### config.mk
export PLATFORM = sky130hd
export DESIGN_NAME = rv32i_fetch_stage
export DESIGN_NICKNAME = d
export VERILOG_FILES = /design/src/rtl/rv32i_pkg.sv /design/src/rtl/rv32i_fetch_fifo.sv /design/src/rtl/rv32i_fetch_stage.sv
export SDC_FILE = /design/constraint.sdc
export NUM_CORES = 1
export LEC_CHECK = 0
export BUFFER_PORTS_ARGS = -buffer_cell sky130_fd_sc_hd__buf_4
export CAP_MARGIN = 20
export CORE_ASPECT_RATIO = 1.5
export CORE_UTILIZATION = 35
export CTS_CLUSTER_DIAMETER = 60
export DETAILED_ROUTE_END_ITERATION = 6
export GPL_TIMING_DRIVEN = 0
export SETUP_SLACK_MARGIN = 0.5
export SLEW_MARGIN = 20
export SYNTH_ARGS = -nofsm -noshare
export SYNTH_HDL_FRONTEND = slang
export SYNTH_SLANG_ARGS = --single-unit
### constraint.sdc
create_clock -name clk -period 8.6 [get_ports clk]
set_input_delay 2.15 -clock clk [delete_from_list [all_inputs] [get_ports clk]]
set_output_delay 2.15 -clock clk [all_outputs]
set_load 0.005 [all_outputs]
### src/rtl/rv32i_pkg.sv
// rtl/rv32i_pkg.sv - shared RV32I constants, fetch buffer entry type and field helper
package rv32i_pkg;
  localparam int XLEN   = 32;
  localparam int RS1_LSB = 15;
  localparam int RS2_LSB = 20;
  localparam int REG_AW  = 5;

  localparam logic [XLEN-1:0] RV32I_NOP        = 32'h0000_0013;
  localparam logic [XLEN-1:0] DEFAULT_RESET_PC = 32'h0000_0000;

  typedef struct packed {
    logic [XLEN-1:0] pc;
    logic [XLEN-1:0] instr;
  } fetch_entry_t;

  function automatic logic [REG_AW-1:0] reg_field(input logic [XLEN-1:0] instr, input int lsb);
    return instr[lsb +: REG_AW];
  endfunction
endpackage

### src/rtl/rv32i_fetch_fifo.sv
// rtl/rv32i_fetch_fifo.sv - synchronous FIFO buffering {pc, instr} fetch responses
// Flush wins over push and pop; push when full and pop when empty are ignored.
module rv32i_fetch_fifo #(
  parameter int WIDTH = 64,
  parameter int DEPTH = 2
) (
  input  logic                     clk,
  input  logic                     rst,
  input  logic                     i_push,
  input  logic [WIDTH-1:0]         i_push_data,
  input  logic                     i_pop,
  input  logic                     i_flush,
  output logic [WIDTH-1:0]         o_head,
  output logic [$clog2(DEPTH):0]   o_count,
  output logic                     o_empty,
  output logic                     o_full
);
  localparam int AW = $clog2(DEPTH);
  localparam logic [AW:0] DEPTH_W = (AW+1)'(DEPTH);

  logic [WIDTH-1:0] r_mem [DEPTH];
  logic [AW-1:0]    r_wr_ptr;
  logic [AW-1:0]    r_rd_ptr;
  logic [AW:0]      r_count;
  logic             w_push;
  logic             w_pop;

  assign o_empty = (r_count == '0);
  assign o_full  = (r_count == DEPTH_W);
  assign o_count = r_count;
  assign o_head  = r_mem[r_rd_ptr];
  assign w_push  = i_push && !i_flush && !o_full;
  assign w_pop   = i_pop && !i_flush && !o_empty;

  always_ff @(posedge clk) begin
    if (w_push) r_mem[r_wr_ptr] <= i_push_data;
  end

  // DEPTH is a power of two, so the pointers wrap on their own.
  always_ff @(posedge clk or posedge rst) begin
    if (rst) begin
      r_wr_ptr <= '0;
      r_rd_ptr <= '0;
      r_count  <= '0;
    end else if (i_flush) begin
      r_wr_ptr <= '0;
      r_rd_ptr <= '0;
      r_count  <= '0;
    end else begin
      if (w_push) r_wr_ptr <= r_wr_ptr + AW'(1);
      if (w_pop)  r_rd_ptr <= r_rd_ptr + AW'(1);
      r_count <= r_count + (AW+1)'(w_push) - (AW+1)'(w_pop);
    end
  end
endmodule

### src/rtl/rv32i_fetch_stage.sv
// rtl/rv32i_fetch_stage.sv - RV32I IF stage: imem request channel, response FIFO, IF/ID register
// Optional performance counters are built when RV32I_FETCH_PERF_EN is defined.
module rv32i_fetch_stage
  import rv32i_pkg::*;
#(
  parameter logic [XLEN-1:0] RESET_PC   = DEFAULT_RESET_PC,
  parameter int              FIFO_DEPTH = 2
) (
  input  logic              clk,
  input  logic              rst,
`ifdef RV32I_FETCH_PERF_EN
  output logic [31:0]       perf_stall_cycles,
  output logic [31:0]       perf_dropped,
`endif
  output logic              imem_req_valid,
  input  logic              imem_req_ready,
  output logic [XLEN-1:0]   imem_req_addr,
  input  logic              imem_resp_valid,
  input  logic [XLEN-1:0]   imem_resp_data,
  input  logic              stall,
  input  logic              redirect_valid,
  input  logic [XLEN-1:0]   redirect_pc,
  output logic              if_id_valid,
  output logic [XLEN-1:0]   if_id_pc,
  output logic [XLEN-1:0]   if_id_instr,
  output logic [REG_AW-1:0] if_rs1,
  output logic [REG_AW-1:0] if_rs2
);
  localparam int CW = $clog2(FIFO_DEPTH) + 1;
  localparam logic [CW:0] DEPTH_W = (CW+1)'(FIFO_DEPTH);

  logic [XLEN-1:0] r_pc;
  logic [XLEN-1:0] r_resp_pc;
  logic [CW-1:0]   r_pending;
  logic [CW-1:0]   r_drop;
  logic            r_if_id_valid;
  logic [XLEN-1:0] r_if_id_pc;
  logic [XLEN-1:0] r_if_id_instr;

  logic [CW-1:0]   w_fifo_count;
  logic [CW-1:0]   w_pending_next;
  logic [CW:0]     w_inflight;
  logic            w_fifo_empty;
  logic            w_fifo_full;
  logic            w_req_fire;
  logic            w_resp_live;
  logic            w_take;
  logic            w_bypass;
  logic            w_fifo_push;
  logic            w_fifo_pop;
  logic [XLEN-1:0] w_redirect_pc;
  fetch_entry_t    w_fifo_head;
  fetch_entry_t    w_resp_entry;

  assign w_inflight     = {1'b0, r_pending} + {1'b0, w_fifo_count};
  assign imem_req_valid = !rst && !redirect_valid && !w_fifo_full && (w_inflight < DEPTH_W);
  assign imem_req_addr  = r_pc;
  assign w_req_fire     = imem_req_valid && imem_req_ready;
  assign w_pending_next = r_pending + CW'(w_req_fire) - CW'(imem_resp_valid);
  assign w_redirect_pc  = redirect_pc & ~32'h3;

  // A response landing while the FIFO is empty goes straight to IF/ID for 1-cycle latency.
  assign w_resp_live  = imem_resp_valid && (r_drop == '0) && !redirect_valid;
  assign w_take       = !redirect_valid && !stall;
  assign w_bypass     = w_take && w_fifo_empty && w_resp_live;
  assign w_fifo_push  = w_resp_live && !w_bypass;
  assign w_fifo_pop   = w_take && !w_fifo_empty;
  assign w_resp_entry = '{pc: r_resp_pc, instr: imem_resp_data};

  rv32i_fetch_fifo #(
    .WIDTH ($bits(fetch_entry_t)),
    .DEPTH (FIFO_DEPTH)
  ) u_fifo (
    .clk         (clk),
    .rst         (rst),
    .i_push      (w_fifo_push),
    .i_push_data (w_resp_entry),
    .i_pop       (w_fifo_pop),
    .i_flush     (redirect_valid),
    .o_head      (w_fifo_head),
    .o_count     (w_fifo_count),
    .o_empty     (w_fifo_empty),
    .o_full      (w_fifo_full)
  );

  always_ff @(posedge clk or posedge rst) begin
    if (rst) begin
      r_pc          <= RESET_PC;
      r_resp_pc     <= RESET_PC;
      r_pending     <= '0;
      r_drop        <= '0;
      r_if_id_valid <= 1'b0;
      r_if_id_pc    <= '0;
      r_if_id_instr <= RV32I_NOP;
    end else begin
      r_pending <= w_pending_next;
      if (redirect_valid) begin
        // Everything still in flight after this edge belongs to the old path.
        r_pc          <= w_redirect_pc;
        r_resp_pc     <= w_redirect_pc;
        r_drop        <= w_pending_next;
        r_if_id_valid <= 1'b0;
        r_if_id_instr <= RV32I_NOP;
      end else begin
        if (w_req_fire) r_pc <= r_pc + 32'd4;
        if (w_resp_live) r_resp_pc <= r_resp_pc + 32'd4;
        else if (imem_resp_valid) r_drop <= r_drop - CW'(1);
        if (!stall) begin
          if (!w_fifo_empty) begin
            r_if_id_valid <= 1'b1;
            r_if_id_pc    <= w_fifo_head.pc;
            r_if_id_instr <= w_fifo_head.instr;
          end else if (w_resp_live) begin
            r_if_id_valid <= 1'b1;
            r_if_id_pc    <= r_resp_pc;
            r_if_id_instr <= imem_resp_data;
          end else begin
            r_if_id_valid <= 1'b0;
            r_if_id_instr <= RV32I_NOP;
          end
        end
      end
    end
  end

  assign if_id_valid = r_if_id_valid;
  assign if_id_pc    = r_if_id_pc;
  assign if_id_instr = r_if_id_instr;
  assign if_rs1      = r_if_id_valid ? reg_field(r_if_id_instr, RS1_LSB) : '0;
  assign if_rs2      = r_if_id_valid ? reg_field(r_if_id_instr, RS2_LSB) : '0;

`ifdef RV32I_FETCH_PERF_EN
  logic [31:0] r_perf_stall;
  logic [31:0] r_perf_drop;

  always_ff @(posedge clk or posedge rst) begin
    if (rst) begin
      r_perf_stall <= '0;
      r_perf_drop  <= '0;
    end else begin
      if (stall && r_if_id_valid && (r_perf_stall != 32'hFFFF_FFFF))
        r_perf_stall <= r_perf_stall + 32'd1;
      if (imem_resp_valid && ((r_drop != '0) || redirect_valid) && (r_perf_drop != 32'hFFFF_FFFF))
        r_perf_drop <= r_perf_drop + 32'd1;
    end
  end

  assign perf_stall_cycles = r_perf_stall;
  assign perf_dropped      = r_perf_drop;
`endif
endmodule

### Yosys cells after proc, flatten, opt, wreduce, memory -nomap -nowiden

Memory sizes are Yosys's and may differ from the RTL's.
Index checks and enable logic that the tools add are counted.

| operators by class | value |
|---|---|
| bitwise gates (word level) | 2 |
| order comparisons | 1 |
| add/sub/neg operators | 10 |
| equality and inequality tests | 4 |
| muxes and demuxes | 26 |
| reduce and logical (&&, ||, !) cells | 30 |

Operators with widths:

| cell | number |
|---|---|
| two-way mux 32 bit | 10 |
| adder 32 x 3 -> 32 bit (second input constant) | 2 |
| logical AND 1 bit | 15 |
| two-way mux 1 bit | 10 |
| two-way mux 5 bit | 2 |
| nonzero test 2 bit | 5 |
| two-way mux 2 bit | 4 |
| logical NOT 1 bit | 6 |
| adder 2 x 1 -> 2 bit | 2 |
| logical NOT 2 bit | 2 |
| != test 2 bit (second input constant) | 2 |
| subtractor 2 x 1 -> 2 bit | 2 |
| adder 2 x 2 -> 3 bit | 1 |
| less-than comparator 3 x 2 -> 1 bit (second input constant) | 1 |
| AND reduction 3 bit | 1 |
| adder 1 bit (second input constant) | 2 |
| == test 2 bit (second input constant) | 1 |
| != test 2 x 1 -> 1 bit (second input constant) | 1 |
| NOT 1 bit | 2 |
| AND reduction 2 bit | 1 |
| subtractor 2 x 1 -> 2 bit (second input constant) | 1 |

| storage, ports and cells | value |
|---|---|
| word-level logic and storage cells | 84 |
| memories kept | 1 |
| bits in writable memories | 128 |
| register bits | 137 |
| output and inout bits | 108 |
| input bits | 70 |

Memory list:

| memory | words | bits a word | read ports | clocked after Yosys merged registers in | wr ports | RTL line | source |
|---|---|---|---|---|---|---|---|
| u_fifo.r_mem | 2 | 64 | 1 | 0 | 1 | rv32i_fetch_fifo.sv:21 | `logic [WIDTH-1:0] r_mem [DEPTH];` |

### Longest topological paths before layout

Gate-level depths: netlist of the first run.

| depth | value |
|---|---|
| depth after elaboration | 11 |
| depth in mapped cells | 14 |

### Modules after synthesis

From an unflattened synthesis of the first run, not the netlist that was laid out.

| unflattened totals | value |
|---|---|
| cell total of the unflattened synthesis | 951 |
| area total of the unflattened synthesis | 11,881.4 µm² |

By module, submodules not included:

| module | area an instance (µm²) | cells an instance | times used | seq. area each (µm²) |
|---|---|---|---|---|
| rv32i_fetch_stage | 6,794.0 | 725 | 1 | 3,231.8 |
| rv32i_fetch_fifo | 5,087.4 | 226 | 1 | 3,943.8 |

### Least setup slack after synthesis of the first run

OpenSTA, ideal clock, no wires.

| path | value |
|---|---|
| path type | in2reg |
| start point | input redirect_valid |
| end point | memory u_fifo.r_mem[0][0], enable pin |
| cell stages on the path | 4 |
| library setup time | 635 ps |
| path slack | -714 ps |
| buffers on the path | 3 |
| arrival time | 8,679 ps |
| data required time | 7,965 ps |
| cell sequence | buf_2 -> clkbuf_1 -> clkbuf_1 -> nor4_1 |

| on the way | value |
|---|---|
| longest elaborated chain between the ends | 10 |
| elaborated cells on any way between the ends | 11 |

Ends and longest elaborated chain:

| element | RTL line | source |
|---|---|---|
| start: declaration | rv32i_fetch_stage.sv:21 | `input logic redirect_valid,` |
| logical NOT 1 bit (*) | rv32i_fetch_fifo.sv:32, rv32i_fetch_stage.sv:63, rv32i_fetch_stage.sv:64 |  |
| logical AND 1 bit | rv32i_fetch_stage.sv:64 | `assign w_take = !redirect_valid && !stall;` |
| logical AND 1 bit (2 in a row) | rv32i_fetch_stage.sv:65 | `assign w_bypass = w_take && w_fifo_empty && w_resp_live;` |
| logical NOT 1 bit | rv32i_fetch_stage.sv:66 | `assign w_fifo_push = w_resp_live && !w_bypass;` |
| logical AND 1 bit | rv32i_fetch_stage.sv:66 |  |
| logical AND 1 bit (*) (2 in a row) | rv32i_fetch_fifo.sv:32 | `assign w_push = i_push && !i_flush && !o_full;` |
| two-way mux 1 bit (*) | rv32i_fetch_fifo.sv:36 | `if (w_push) r_mem[r_wr_ptr] <= i_push_data;` |
| two-way mux 1 bit (implied by the code) (*) | rv32i_fetch_fifo.sv:36 |  |
| end: declaration | rv32i_fetch_fifo.sv:21 |  |

Every way passes the cells marked *; elsewhere a longest branch is shown, timed or not.

### Worst setup path in the final report of the first run

| path | value |
|---|---|
| start point | input rst |
| end point | output imem_req_valid |

| on the way | value |
|---|---|
| longest elaborated chain between the ends | 4 |

Ends and longest elaborated chain:

| element | RTL line | source |
|---|---|---|
| start: declaration | rv32i_fetch_stage.sv:10 | `input logic rst,` |
| logical NOT 1 bit (no line) | n/a |  |
| logical AND 1 bit (3 in a row) | rv32i_fetch_stage.sv:56 | `assign imem_req_valid = !rst && !redirect_valid && !w_fifo_full && (w_inflight < DEPTH_W);` |
| end: declaration | rv32i_fetch_stage.sv:15 | `output logic imem_req_valid,` |

No other way between the ends.

==> impl_metrics.csv, run 1 <==
group,metric,value,unit
power,ir_drop,0.000109,V
cells_and_area,final_util,44.5,%
clock_tree,holdBufCountCts,0,
setup_path,crit_arrival,2830,ps
placed_design,numPortBuffers,171,
drt,firstDrtPassIters,5,
die,coreArea,0.0310,sq mm
drt,drt_iter0_markers,366,
synthesis,ys_seq_area_share,63.6,%
sta,finalSetupTns,0,ps
setup_path,critPathKind,"input port to primary output",
clock_tree,clock-root-buffer,"clkbuf_16",
synthesis,yosys.area.top_type,"edfxtp_1",
global_routing,grtUsageMet2,32.8,%
die,std_cell_rows,79,
clock_tree,ctsHtreeMaxLevel,1,
cells_and_area,syn_to_final_growth,25.3,%
min_path,hp-class,"register to register",
synthesis,async_reset_ff_share,51.4,%
power,power.leakage,5.54,nW
cells_and_area,multi_input_area,0.00374,sq mm
synthesis,ys_types,56,
global_routing,overflow,0,
sta,slew_violations,0,
cells_and_area,diodes,0,
outcome,outcome,"finished clean",
setup_path,required,6450,ps
die,dieWidth,147,um
clock_tree,clockBufferDepth,3,
sta,hold_violations,0,
drt,viasPerCell,5.14,
cells_and_area,final_nets,1196,
sta,tightest_slew,795,ps
synthesis,ys_seq_elements,255,
cells_and_area,layout-drive-gt1-share,22.9,%
die,dieArea,0.0322,sq mm
cells_and_area,register_area,0.00701,sq mm
power,power_density,242,mW/mm^2
clock_tree,cts_resized,0,
flow_run,cap_viol_max_count,0,
clock_tree,clock-sinks,255,
drt,vias,7922,
sta,skew,22.0,ps
sta,rsz0062_at_grt,"no",
die,initial_core_util,35.5,%
setup_path,cp_max_fo,2,
sta,timing.fmax,201,MHz
global_routing,track_usage,17.9,%
synthesis,synth_most_common_cell,"dfrtp_1",
synthesis,synth_top_area_share,33.8,%
sta,finalCritPeriodShare,57.9,%
sta,layout_min_cycle_time,4980,ps
global_routing,grt_max_degree,97,
sta,slew_headroom,46.8,%
clock_tree,cts.clk_slew.worst_paths,60,ps
drt,routed_wl,28600,um
power,power.total,3.34,mW
clock_tree,cts_setup_buffers,0,
global_routing,first_global_vias,8097,
global_routing,grt_first_pass_wirelength,44800,um
global_routing,antenna_found_initial,0,
synthesis,netlist_area,0.0110,sq mm
synthesis,yosys-top-cells-count,"dfrtp_1, edfxtp_1, nand2_1, nor2_1, o21ai_0",
die,dieHeight,219,um
setup_path,worstSetupStartpointType,"input port",
sta,setup_violations,0,
synthesis,synth_cells,909,
drt,drc_errors,0,
cells_and_area,fillCellCount,2923,
clock_tree,cts_made_buffers,25,
global_routing,grt_busiest_layer,"met2",
clock_tree,clk_latency,550,ps
synthesis,ys_top_cells_by_area,"edfxtp_1, dfrtp_1, mux2i_1, nand2_1, o21ai_0",
synthesis,synth-edff-count,124,
die,num_io_pins,178,
global_routing,met1_usage,21.3,%
synthesis,synthFlopType,"dfrtp_1",
drt,ant_nets,0,
setup_path,end_kind,"primary output",
global_routing,grt.met3_usage,2.18,%
placed_design,dp_hpwl,21000,um
placed_design,place_congestion,0.896,
clock_tree,cts_tree,"yes",
drt,wl_per_cell,18.6,um
synthesis,ys.warnings.count,0,
synthesis,avgSynthCellArea,12.1,sq um
sta,whs,478,ps
[power by group]
part | switching, mW | internal (mW)
clock network | 0.477 | 0.664
registers | 0.122 | 1.44
logic | 0.339 | 0.303
total | 0.938 | 2.41
[flip-flops by register name, summed over array words and instances (netlist names)]
signal and cells:
u_fifo.r_rd_ptr 1, imem_req_addr 30, u_fifo.o_count 2, r_resp_pc 30
if_id_pc 30, r_drop 2, r_pending 2, u_fifo.r_mem 124
if_id_valid 1, u_fifo.r_wr_ptr 1, if_id_instr 32
[routing by layer]
metal	part of all wire (%)	vias up	wire [um]
met1	40	3828	11400
met3	4.9	49	1390
met4	3.1	0	881
li1	-	3770	-
met2	52	275	14900
met5	0	-	0
[critical path, cell delays in order]
cell	delay (ps)
buf_4	130
nor4_1	270
and2_1	170
buf_4	100
[kinds of logic after synthesis]
logic type,after synthesis,share of synthesized area (%)
and+or+nand+nor,290,13.1
DFF,255,63.6
AOI/OAI and AO/OA,177,10.5
buffers and inverters,75,2.78
muxes,66,6.08
xor gates and xnor gates,37,2.94
adders and majority gates,8,0.976
other,1,0.0340
[stage by stage]
stage          std cells  area (sq um)  setup slack (ps)
2_1_floorplan        912         11000              1880
5_1_grt             1542         13800              3550
6_report            1542         13800              3620
4_1_cts             1542         13800              3610
3_3_place_gp        1488         12800              -887
3_5_place_dp        1496         13000              3610
[area by class of cell]
class                           instances  share of cell area (%)
Sequential cell                       255                    50.7
Timing Repair Buffer                  179                    10.1
Inverter                               22                   0.652
Clock inverter                         20                    1.56
Clock buffer                           26                    4.63
Tap cell                              405                    3.67
Buffer                                 53                    1.62
Multi-Input combinational cell        582                    27.1
[cell usage in the layout (no fill, tap or decap), types with 4 or more instances in the layout]
cell type / instances
and2_1: 14
o22ai_1: 7
clkinv_1: 5
o311ai_0: 6
buf_4: 176
buf_6: 5
a21oi_1: 29
clkbuf_16: 25
a31oi_1: 4
o211ai_1: 16
dfrtp_1: 128
clkinv_2: 5
or3_1: 5
buf_1: 5
and4_1: 5
nor3_1: 5
inv_1: 20
nand2_1: 94
o21ai_1: 7
a221o_1: 30
buf_2: 7
o21ai_0: 67
nor2_1: 75
edfxtp_1: 124
and3_1: 8
ha_1: 7
nor4_4: 4
nand3_1: 26
xor2_1: 25
conb_1: 4
nand4_1: 32
mux2_2: 8
bufinv_16: 4
mux2i_1: 58
xnor2_1: 12
clkbuf_1: 36
[final timing paths]
path / cells after the start / slack (ps) / startpoint / endpoint
worst max-delay path: 4 / 3620 / rst / imem_req_valid
worst min-delay path: 2 / 480 / if_id_pc[20] / if_id_pc[20]
worst max register to register: 14 / 5240 / u_fifo.o_count[0] / r_drop[1]
worst min register to register: 2 / 480 / if_id_pc[20] / if_id_pc[20]
max in group asynchronous: 3 / 6220 / rst / if_id_instr[0]
min in group asynchronous: 2 / 1570 / rst / imem_req_addr[11]
(Power assumes the default switching activity.)
==> run 2: changes to the inputs <==
clock period = 5.1 ns   (was 8.6 ns; I/O delays follow)
==> impl_metrics.csv, run 2 (same netlist as run 1, synthesis figures left out) <==
group,metric,value,unit
outcome,outcome,"finished clean",
setup_path,crit_arrival,2170,ps
sta,setup_violations,0,
sta,slew_headroom,48.4,%
global_routing,grt_max_degree,40,
min_path,min_to,"if_id_pc[20]",
placed_design,place_congestion,0.882,
die,std_cell_rows,79,
die,dieHeight,219,um
power,switchingPower,1.56,mW
setup_path,critPathKind,"register to primary output",
global_routing,track_usage,18.1,%
drt,wl_per_cell,18.6,um
setup_path,timing.rr.start,"u_fifo.o_count[0]",
sta,finalSetupTns,0,ps
cells_and_area,final_nets,1200,
cells_and_area,syn_to_final_growth,25.8,%
setup_path,cp_max_fo,5,
sta,tightest_slew,774,ps
placed_design,dp_hpwl,21300,um
die,coreArea,0.0310,sq mm
power,seqPwrFrac,46.7,%
drt,drc_errors,0,
sta,layout_min_cycle_time,3440,ps
power,comb_power_share,19.2,%
clock_tree,cts_made_buffers,25,
die,initial_core_util,35.5,%
placed_design,numPortBuffers,171,
sta,rsz0062_at_grt,"no",
drt,vias,7929,
clock_tree,cts_tree,"yes",
cells_and_area,largest_register_ffs,124,
cells_and_area,finalNonFillerCells,1545,
clock_tree,clockBufferDepth,3,
min_path,hp-class,"register to register",
cells_and_area,diodes,0,
min_path,min_from,"if_id_pc[20]",
drt,drt_iter0_markers,554,
flow_run,cap_viol_max_count,0,
clock_tree,holdBufCountCts,0,
cells_and_area,regMostFlops,"u_fifo.r_mem",
drt,ant_nets,0,
global_routing,first_global_vias,8043,
clock_tree,cts_resized,0,
power,power.leakage,5.56,nW
setup_path,end_kind,"primary output",
power,swShare,27.7,%
clock_tree,clk_latency,530,ps
setup_path,r2r_slack,1700,ps
power,power_density,407,mW/mm^2
cells_and_area,layout-drive-gt1-share,23.2,%
sta,finalCritPeriodShare,67.5,%
global_routing,grt_first_pass_wirelength,45300,um
power,ir_drop,0.000193,V
setup_path,worstSetupStartpointType,"register",
die,dieArea,0.0322,sq mm
min_path,holdPathStages,2,
cells_and_area,final_cell_mix,"buf_4, dfrtp_1, edfxtp_1",
die,dieWidth,147,um
drt,routed_wl,28700,um
sta,hold_violations,0,
sta,skew,10.2,ps
placed_design,dp_cells,1500,
cells_and_area,final_common_cell,"buf_4",
clock_tree,clock-sinks,255,
power,p_clk_share,34.1,%
clock_tree,cts_setup_buffers,0,
die,num_io_pins,178,
sta,timing.fmax,290,MHz
clock_tree,ctsHtreeMaxLevel,1,
clock_tree,clock-root-buffer,"clkbuf_16",
setup_path,worstReg2RegEnd,"r_drop[1]",
clock_tree,cts.clk_slew.worst_paths,60,ps
setup_path,reg2regPathDepth,14,
sta,slew_violations,0,
power,power.internal,4.08,mW
drt,firstDrtPassIters,4,
setup_path,required,3830,ps
drt,viasPerCell,5.13,
global_routing,antenna_found_initial,0,
global_routing,overflow,0,
## run 2: final cells by class
| type | count | area, sq um |
|---|---|---|
| buffer | 53 | 224 |
| clock buffer | 30 | 664 |
| clock inverter | 15 | 186 |
| fill | 2910 | 17200 |
| inverter | 22 | 86.3 |
| multi-input combinational | 582 | 3740 |
| sequential | 255 | 7010 |
| tap | 405 | 507 |
| timing repair buffer | 183 | 1460 |
## run 2: worst max path at each step
| stage | from | endpoint | slack (ps) |
|---|---|---|---|
| 6_report | u_fifo.o_count[0] | imem_req_valid | 1660 |
| 5_1_grt | u_fifo.o_count[0] | r_drop[1] | 1390 |
| 4_1_cts | u_fifo.o_count[0] | imem_req_valid | 1630 |
| 3_5_place_dp | redirect_valid | u_fifo.r_mem[0][10] | 1260 |
| 3_3_place_gp | redirect_valid | u_fifo.r_mem[0][10] | -1140 |
| 2_1_floorplan | redirect_valid | u_fifo.r_mem[0][0] | 700 |
## run 2: layer usage
layer  track usage [%]  vias to the layer above  share of wire (%)
met5                 0                        -                  0
met4              6.43                        0                2.8
met3              1.93                       45                4.1
met2              33.0                      234                 52
met1              22.0                     3879                 41
li1                  -                     3771                  -
## run 2: critical path, cell delays in order (launching register included)
cell and delay, ps:
dfrtp_1 430, and2_1 170, fa_1 480, nor4_1 290
and2_1 180, buf_4 100
## run 2: power groups by stage
stage                     Combinational [mW]  Sequential, mW  Clock (mW)
after floorplan                        0.530            2.64           0
after detailed placement                1.10            2.67           0
after CTS                               1.11            2.64        1.97
final                                   1.08            2.64        1.92
after global placement                  1.07            2.67           0
after global routing                    1.21            2.67        2.04
## run 2: metrics by stage
stage	hold WS, ps	power, mW	area [sq um]	utilization (%)	setup WS (ps)
after floorplan	464	3.17	11100	-	701
after global placement	466	3.74	12800	41.4	-1140
after detailed placement	471	3.78	13000	42.0	1260
after CTS	485	5.71	13900	44.7	1630
after global routing	493	5.93	13900	44.7	1390
final	477	5.64	13900	44.7	1660
==> run 3: changes to the inputs <==
clock period = 3.3 ns   (was 5.1 ns; I/O delays follow)
==> impl_metrics.csv, run 3 (same netlist as run 1, synthesis figures left out) <==
group,metric,value,unit
global_routing,track_usage,17.9,%
clock_tree,clockBufferDepth,3,
setup_path,required,2470,ps
power,ir_drop,0.000332,V
global_routing,grtUsageMet2,33.0,%
global_routing,grt_max_degree,33,
global_routing,first_global_vias,8038,
clock_tree,cts_tree,"yes",
setup_path,end_kind,"primary output",
cells_and_area,final_nets,1206,
sta,whs,340,ps
setup_path,critPathKind,"register to primary output",
sta,finalSetupTns,0,ps
sta,finalCritPeriodShare,90.8,%
sta,layout_min_cycle_time,3000,ps
global_routing,grt.met3_usage,2.22,%
placed_design,place_ws,48.5,ps
clock_tree,holdBufCountCts,0,
cells_and_area,diodes,0,
clock_tree,cts_made_buffers,25,
sta,tightest_slew,757,ps
drt,viasPerCell,5.14,
setup_path,crit_arrival,2170,ps
cells_and_area,syn_to_final_growth,27.0,%
clock_tree,ctsHtreeMaxLevel,1,
drt,routed_wl,28900,um
global_routing,grt_first_pass_wirelength,44600,um
outcome,outcome,"finished clean",
setup_path,timing.rr.start,"r_pending[0]",
placed_design,numPortBuffers,171,
min_path,hp-class,"input port to asynchronous set/reset pin",
global_routing,overflow,0,
setup_path,reg2regPathDepth,14,
cells_and_area,layout-drive-gt1-share,24.3,%
global_routing,met1_usage,20.8,%
die,coreArea,0.0310,sq mm
drt,vias,7968,
power,power_density,624,mW/mm^2
sta,skew,14.1,ps
setup_path,worstSetupStartpointType,"register",
flow_run,cap_viol_max_count,0,
global_routing,antenna_found_initial,0,
sta,slew_headroom,49.6,%
sta,slew_violations,0,
drt,wl_per_cell,18.6,um
global_routing,grt_busiest_layer,"met2",
drt,drc_errors,0,
sta,setup_violations,0,
die,initial_core_util,35.5,%
sta,rsz0062_at_grt,"yes",
power,power.leakage,5.61,nW
drt,ant_nets,0,
die,num_io_pins,178,
cells_and_area,largest_register_ffs,124,
clock_tree,cts.clk_slew.worst_paths,70,ps
cells_and_area,final_common_cell,"buf_4",
cells_and_area,regMostFlops,"u_fifo.r_mem",
cells_and_area,final_cell_mix,"buf_4, dfrtp_1, edfxtp_1",
placed_design,dp_cells,1499,
die,dieHeight,219,um
die,dieArea,0.0322,sq mm
placed_design,dp_hpwl,21400,um
sta,setup_slack,305,ps
placed_design,place_congestion,0.857,
sta,hold_violations,0,
clock_tree,clock-sinks,255,
clock_tree,clk_latency,530,ps
cells_and_area,final_util,45.1,%
setup_path,r2r_slack,400,ps
clock_tree,clock-root-buffer,"clkbuf_16",
die,std_cell_rows,79,
setup_path,worstReg2RegEnd,"r_drop[1]",
cells_and_area,finalNonFillerCells,1551,
sta,timing.fmax,334,MHz
drt,firstDrtPassIters,6,
die,dieWidth,147,um
drt,drt_iter0_markers,450,
setup_path,cp_max_fo,2,
==> run 3: changes by cell type in the layout (fill, tap and decap cells not counted), sizes merged <==
cell,change
buf,+7
clkbuf,+4
clkinv,-4
bufinv,-1
==> run 3: power breakdown <==
group | total, mW | internal (mW) | switching (mW)
clock network | 2.91 | 1.70 | 1.21
logic | 1.74 | 0.848 | 0.895
registers | 4.08 | 3.75 | 0.328
==> run 3: area by class of cell <==
type	instances	area [sq um]
Fill cell	2952	17000
Clock inverter	10	136
Buffer	53	279
Timing Repair Buffer	189	1490
Multi-Input combinational cell	582	3790
Sequential cell	255	7010
Inverter	22	93.8
Tap cell	405	507
Clock buffer	35	693
==> run 3: worst max-delay path by stage <==
stage	cells past startpoint	slack, ps	end	from
after floorplan	4	-410	u_fifo.r_mem[0][0]	redirect_valid
after global placement	5	-1870	u_fifo.r_mem[0][30]	redirect_valid
after detailed placement	14	50	r_drop[1]	u_fifo.o_count[0]
after CTS	14	320	r_drop[1]	r_pending[0]
after global routing	5	210	imem_req_valid	u_fifo.o_count[0]
final	5	300	imem_req_valid	r_pending[0]
==> run 3: what timing repair did <==
| item | 4_1_cts | 5_1_grt |
|---|---|---|
| endpoints found under the setup margin | 15 | 14 |
| buffers inserted | 1 | 6 |
| cloned | 0 | 0 |
| resized for setup | 5 | 20 |
| pin swaps | 0 | 8 |
==> run 3: per-stage QoR <==
stage / instance area, sq um / power, mW
2_1_floorplan: 11100 / 4.91
3_3_place_gp: 12900 / 5.79
3_5_place_dp: 13000 / 5.85
4_1_cts: 13900 / 8.78
5_1_grt: 14000 / 9.17
6_report: 14000 / 8.74
==> run 3: critical path, cell delays in order (launching register included) <==
cell     delay (ps)
dfrtp_1         410
and2_4          150
fa_1            520
nor4_2          290
and2_1          160
buf_4           100
==> run 3: layer usage <==
layer | vias to the layer above | routed length (um)
li1 | 3786 | -
met1 | 3866 | 11300
met2 | 258 | 15200
met3 | 58 | 1440
met4 | 0 | 1000
met5 | - | 0
